[config.mk]
export PLATFORM = sky130hd
export DESIGN_NAME = ula_sequenciador
export DESIGN_NICKNAME = d
export VERILOG_FILES = /design/src/rtl/ula_sequenciador.sv
export SDC_FILE = /design/constraint.sdc
export NUM_CORES = 1
export LEC_CHECK = 0
export BUFFER_PORTS_ARGS = -buffer_cell sky130_fd_sc_hd__buf_2
export CAP_MARGIN = 0
export CORE_ASPECT_RATIO = 0.7
export CORE_MARGIN = 2
export CORE_UTILIZATION = 47
export DETAILED_ROUTE_END_ITERATION = 6
export MAX_ROUTING_LAYER = met4
export PLACE_DENSITY = 0.79
export SLEW_MARGIN = 20
export SYNTH_ARGS = -nofsm -noshare
export SYNTH_HDL_FRONTEND = slang
export SYNTH_SLANG_ARGS = --single-unit
[constraint.sdc]
create_clock -name Clk -period 1.6 [get_ports Clk]
set_input_delay 0.16 -clock Clk [delete_from_list [all_inputs] [get_ports Clk]]
set_output_delay 0.16 -clock Clk [all_outputs]
set_load 0.02 [all_outputs]
[src/rtl/ula_sequenciador.sv]
// Multi-cycle execute sequencer driving an 8-bit combinational ULA.
// Define ULA_SEQ_MUL_EN to build in the iterative multiply (MUL_LOOP, acc, cnt).
module ula_sequenciador (
    input  logic       Clk,
    input  logic       Rst_n,
    input  logic       Start,
    input  logic [2:0] Op,
    input  logic [7:0] OpA,
    input  logic [7:0] OpB,
    output logic       Busy,
    output logic       Done,
    output logic [7:0] Result,
    output logic       Branch,
    output logic [7:0] SrcA,
    output logic [7:0] SrcB,
    output logic [2:0] ULAControl,
    input  logic [7:0] ULAResult,
    input  logic       FlagZ
);

    localparam logic [2:0] OP_ADD = 3'b010;
    localparam logic [2:0] OP_MUL = 3'b011;
    localparam logic [2:0] OP_ILL = 3'b100;
    localparam logic [2:0] OP_BNE = 3'b101;
    localparam logic [2:0] OP_BEQ = 3'b110;

    typedef enum logic [1:0] {
        S_IDLE     = 2'd0,
`ifdef ULA_SEQ_MUL_EN
        S_MUL_LOOP = 2'd2,
`endif
        S_EXEC     = 2'd1
    } state_t;

    state_t     r_state;
    state_t     w_next_state;
    logic [2:0] r_op;
    logic [7:0] r_a;
    logic [7:0] r_b;
    logic       r_busy;
    logic       r_done;
    logic [7:0] r_result;
    logic       r_branch;
    logic       w_accept;
    logic       w_finish;
    logic [7:0] w_result;
    logic       w_branch;
    logic [7:0] w_src_a;
    logic [7:0] w_src_b;
    logic [2:0] w_ula_ctrl;
`ifdef ULA_SEQ_MUL_EN
    logic [7:0] r_acc;
    logic [7:0] r_cnt;
`endif

    // Ops the sequencer completes with a zero result instead of the ULA output
    function automatic logic f_is_illegal(input logic [2:0] op);
`ifdef ULA_SEQ_MUL_EN
        f_is_illegal = (op == OP_ILL);
`else
        f_is_illegal = (op == OP_ILL) || (op == OP_MUL);
`endif
    endfunction

    // State register
    always_ff @(posedge Clk or negedge Rst_n) begin
        if (!Rst_n) begin
            r_state <= S_IDLE;
        end else begin
            r_state <= w_next_state;
        end
    end

    // Next-state, ULA drive and completion decode
    always_comb begin
        w_next_state = r_state;
        w_accept     = 1'b0;
        w_finish     = 1'b0;
        w_result     = 8'h00;
        w_branch     = 1'b0;
        w_src_a      = 8'h00;
        w_src_b      = 8'h00;
        w_ula_ctrl   = OP_ADD;
        case (r_state)
            S_IDLE: begin
                if (Start) begin
                    w_accept = 1'b1;
`ifdef ULA_SEQ_MUL_EN
                    if (Op == OP_MUL) begin
                        w_next_state = S_MUL_LOOP;
                    end else begin
                        w_next_state = S_EXEC;
                    end
`else
                    w_next_state = S_EXEC;
`endif
                end else begin
                    w_next_state = S_IDLE;
                end
            end
            S_EXEC: begin
                w_src_a      = r_a;
                w_src_b      = r_b;
                w_ula_ctrl   = r_op;
                w_finish     = 1'b1;
                w_next_state = S_IDLE;
                if (f_is_illegal(r_op)) begin
                    w_result = 8'h00;
                    w_branch = 1'b0;
                end else if ((r_op == OP_BNE) || (r_op == OP_BEQ)) begin
                    // The ULA raises FlagZ exactly when either branch is taken
                    w_result = ULAResult;
                    w_branch = FlagZ;
                end else begin
                    w_result = ULAResult;
                    w_branch = 1'b0;
                end
            end
`ifdef ULA_SEQ_MUL_EN
            S_MUL_LOOP: begin
                w_src_a    = r_acc;
                w_src_b    = r_a;
                w_ula_ctrl = OP_ADD;
                if (r_cnt == 8'h00) begin
                    w_finish     = 1'b1;
                    w_result     = r_acc;
                    w_next_state = S_IDLE;
                end else begin
                    w_next_state = S_MUL_LOOP;
                end
            end
`endif
            default: begin
                w_next_state = S_IDLE;
            end
        endcase
    end

    // Operand latch, handshake flags and registered results
    always_ff @(posedge Clk or negedge Rst_n) begin
        if (!Rst_n) begin
            r_op     <= 3'b000;
            r_a      <= 8'h00;
            r_b      <= 8'h00;
            r_busy   <= 1'b0;
            r_done   <= 1'b0;
            r_result <= 8'h00;
            r_branch <= 1'b0;
        end else begin
            r_done <= w_finish;
            if (w_accept) begin
                r_op   <= Op;
                r_a    <= OpA;
                r_b    <= OpB;
                r_busy <= 1'b1;
            end else if (w_finish) begin
                r_busy   <= 1'b0;
                r_result <= w_result;
                r_branch <= w_branch;
            end
        end
    end

`ifdef ULA_SEQ_MUL_EN
    // Multiply accumulator and iteration counter (counter uses its own decrementer)
    always_ff @(posedge Clk or negedge Rst_n) begin
        if (!Rst_n) begin
            r_acc <= 8'h00;
            r_cnt <= 8'h00;
        end else if (w_accept) begin
            r_acc <= 8'h00;
            r_cnt <= OpB;
        end else if ((r_state == S_MUL_LOOP) && (r_cnt != 8'h00)) begin
            r_acc <= ULAResult;
            r_cnt <= r_cnt - 8'd1;
        end
    end
`endif

    assign Busy       = r_busy;
    assign Done       = r_done;
    assign Result     = r_result;
    assign Branch     = r_branch;
    assign SrcA       = w_src_a;
    assign SrcB       = w_src_b;
    assign ULAControl = w_ula_ctrl;

endmodule

==> results_dict.tcl <==
set metrics [dict create \
    outcome "completed" \
    worst_r2r_startpoint "r_state[0]" \
    ys_seq_area_frac 0.5290 \
    min-delay-path-class "primary input to register" \
    layout.nets 196 \
    worst_ep_arrival_time_ps 1210 \
    finalClockSkew_ps 3.248 \
    hold_start "OpB[7]" \
    tritoncts "built" \
    clock_sink_count 31 \
    insertedDiodeCount 0 \
    final_layout_size_suffix_gt1_frac 0.5964 \
    numCtsBuffers 5 \
    grt_setup_unrepaired "no" \
    final_util 0.6489 \
    postSynthRegisterBits 31 \
    totalWireLength_um 2865 \
    hpwlAfterDp_um 2154 \
    grt_util_overall 0.1786 \
    routed-via-count 966 \
    die_y_um 50.74 \
    gp_congestion 0.7994 \
    timing.critical_path.required_ps 1440 \
    setup_viol 0 \
    totalPowerFinal_mw 2.103 \
    globalRoute.totalOverflow 0 \
    crit_path_start_kind "register" \
    hold_viol_final 0 \
    num_io_pins 61 \
    syn_area_per_cell_um2 14.66 \
    post-route-min-period_ps 1372 \
    worst_hold_path.endpoint "r_b[7]" \
    clock_tree.root_cell "clkbuf_8" \
    cts.reportedPaths.clkPinSlew_ps 60 \
    die_area_um2 3590 \
    htree_levels 2 \
    final_tns_setup_ps 0 \
    postSynthCellCount 100 \
    max-slew-margin-rel 0.5521 \
    maxCapViolations 0 \
    power.ir.vdd_worst_uv 633.1 \
    synth_area_um2 1466 \
    area_delta_synth_final_pct 27.56 \
    timing.rr.end "Result[1]" \
    power-per-cell-area_nw_per_um2 1125 \
    transition_time_of_the_tightest_slew_check_pin_ps 671.8 \
    critical_path_type "register to primary output" \
    first_pass_iters 4 \
    wire_per_inst_um 14.18 \
    postCtsSetupBuffers 0 \
    clkLatencyLatePin_ps 280 \
    p_leak_nw 0.9987 \
    cp-end-kind "primary output" \
    number_of_cell_rows 16 \
    core_area_um2 2883 \
    number_of_max_slew_violations_in_the_final_report 0 \
    die-width_um 70.76 \
    finalNonFillerCells 202 \
    layout_commonest_cell "buf_2" \
    antenna_found_initial 0 \
    synth_cell_type_count 17 \
    rr_worst_depth 3 \
    clock_path_buffers 2 \
    initial_utilization 0.5087 \
    first_global_vias 1003 \
    timing.hold.worst_path_depth 2 \
    grt_start_max_net_pins 32 \
    fin_worst_hold_slack_ps 109.7 \
    grt_pass1_wl_um 4747 \
    synthesis.nets 131 \
    count_of_warnings_emitted_by_yosys 0 \
    i_o_buffers 60 \
    drcViolationCount 0 \
    fmax_mhz 728.9 \
    placed_cells 193 \
    drt_iter0_drc 32 \
    drt.antenna.violating_nets 0 \
    most-common-layout-cells "buf_2, dfrtp_1, mux2_4" \
    timing.critical_path.fanout_max 18 \
    fin_crit_sh 0.8575 \
    via_per_inst 4.782 \
    register_to_register_setup_slack_ps 240 \
]
-- state kept, by name, indices dropped and copies added, names as in the netlist --
name,flops
r_b,8
r_a,8
r_op,3
Done,1
r_state,1
Result,8
Branch,1
Busy,1
-- synthesized netlist by cell type --
cell,instances,share of area
dfrtp_1,31,0.53
nor2b_2,1,0.0060
nor3_2,8,0.055
nand2b_1,1,0.0043
and4bb_1,1,0.0085
xor2_1,1,0.0060
nor2_1,2,0.0051
buf_4,1,0.0051
and4b_1,1,0.0068
a32o_1,1,0.0068
mux2_4,19,0.19
mux2i_1,8,0.055
and2_4,1,0.0060
and2_1,17,0.073
inv_1,1,0.0026
buf_6,4,0.031
buf_2,2,0.0068
-- what timing repair did --
item | in CTS | in global routing
gates resized for setup | 0 | 0
hold buffers | 1 | 0
hold endpoints to repair | 31 | 0
-- layer usage --
layer,global-route usage,share of wire,vias to the layer above
met3,0.06024,0.093,6
met1,0.2229,0.46,447
met4,0.05660,0.013,0
li1,-,-,471
met2,0.2773,0.43,42
met5,-,0,-
-- cell type report --
| type | count | area (um2) |
|---|---|---|
| fillers | 222 | 1012 |
| multi-input cells | 61 | 624.3 |
| well taps | 36 | 45.04 |
| flip-flops and latches | 31 | 775.7 |
| clock inverters | 1 | 5.005 |
| clock buffers | 7 | 76.32 |
| repair buffers | 65 | 340.3 |
| inverters | 1 | 3.754 |
-- worst max path at each step --
stage	startpoint	to	slack, ps	depth (start not counted)
after floorplan	r_state[0]	r_a[0]	430	3
after global placement	r_state[0]	Result[4]	320	3
after detailed placement	r_state[0]	Result[1]	240	3
after CTS	r_state[0]	ULAControl[2]	220	3
after global routing	r_state[0]	Result[1]	150	3
final	r_state[0]	ULAControl[2]	230	3
-- stage by stage --
stage          area, um2  setup slack [ps]
5_1_grt             1871             151.4
2_1_floorplan       1466             432.0
3_3_place_gp        1779             322.0
3_5_place_dp        1779             237.2
6_report            1871             228.0
4_1_cts             1871             216.4
-- power by group --
part	switching, mW	internal, mW
sequential	0.0756	0.909
combinational	0.280	0.271
clock	0.264	0.304
-- kinds of logic (layout without fill, tap and decap cells) --
group / Yosys count / count (layout) / share of synthesized area
muxes: 27 / 27 / 0.2491
AOI/OAI and AO/OA: 1 / 1 / 0.006826
and+or+nand+nor: 32 / 32 / 0.1638
DFF: 31 / 31 / 0.5290
buffers and inverters: 8 / 74 / 0.04522
xor gates and xnor gates: 1 / 1 / 0.005974
-- worst max-delay path, stage by stage, from the launching register on --
cell     delay [ps]
dfrtp_1         380
buf_4           230
and2_4          170
buf_2           150
(Power assumes the default switching activity.)
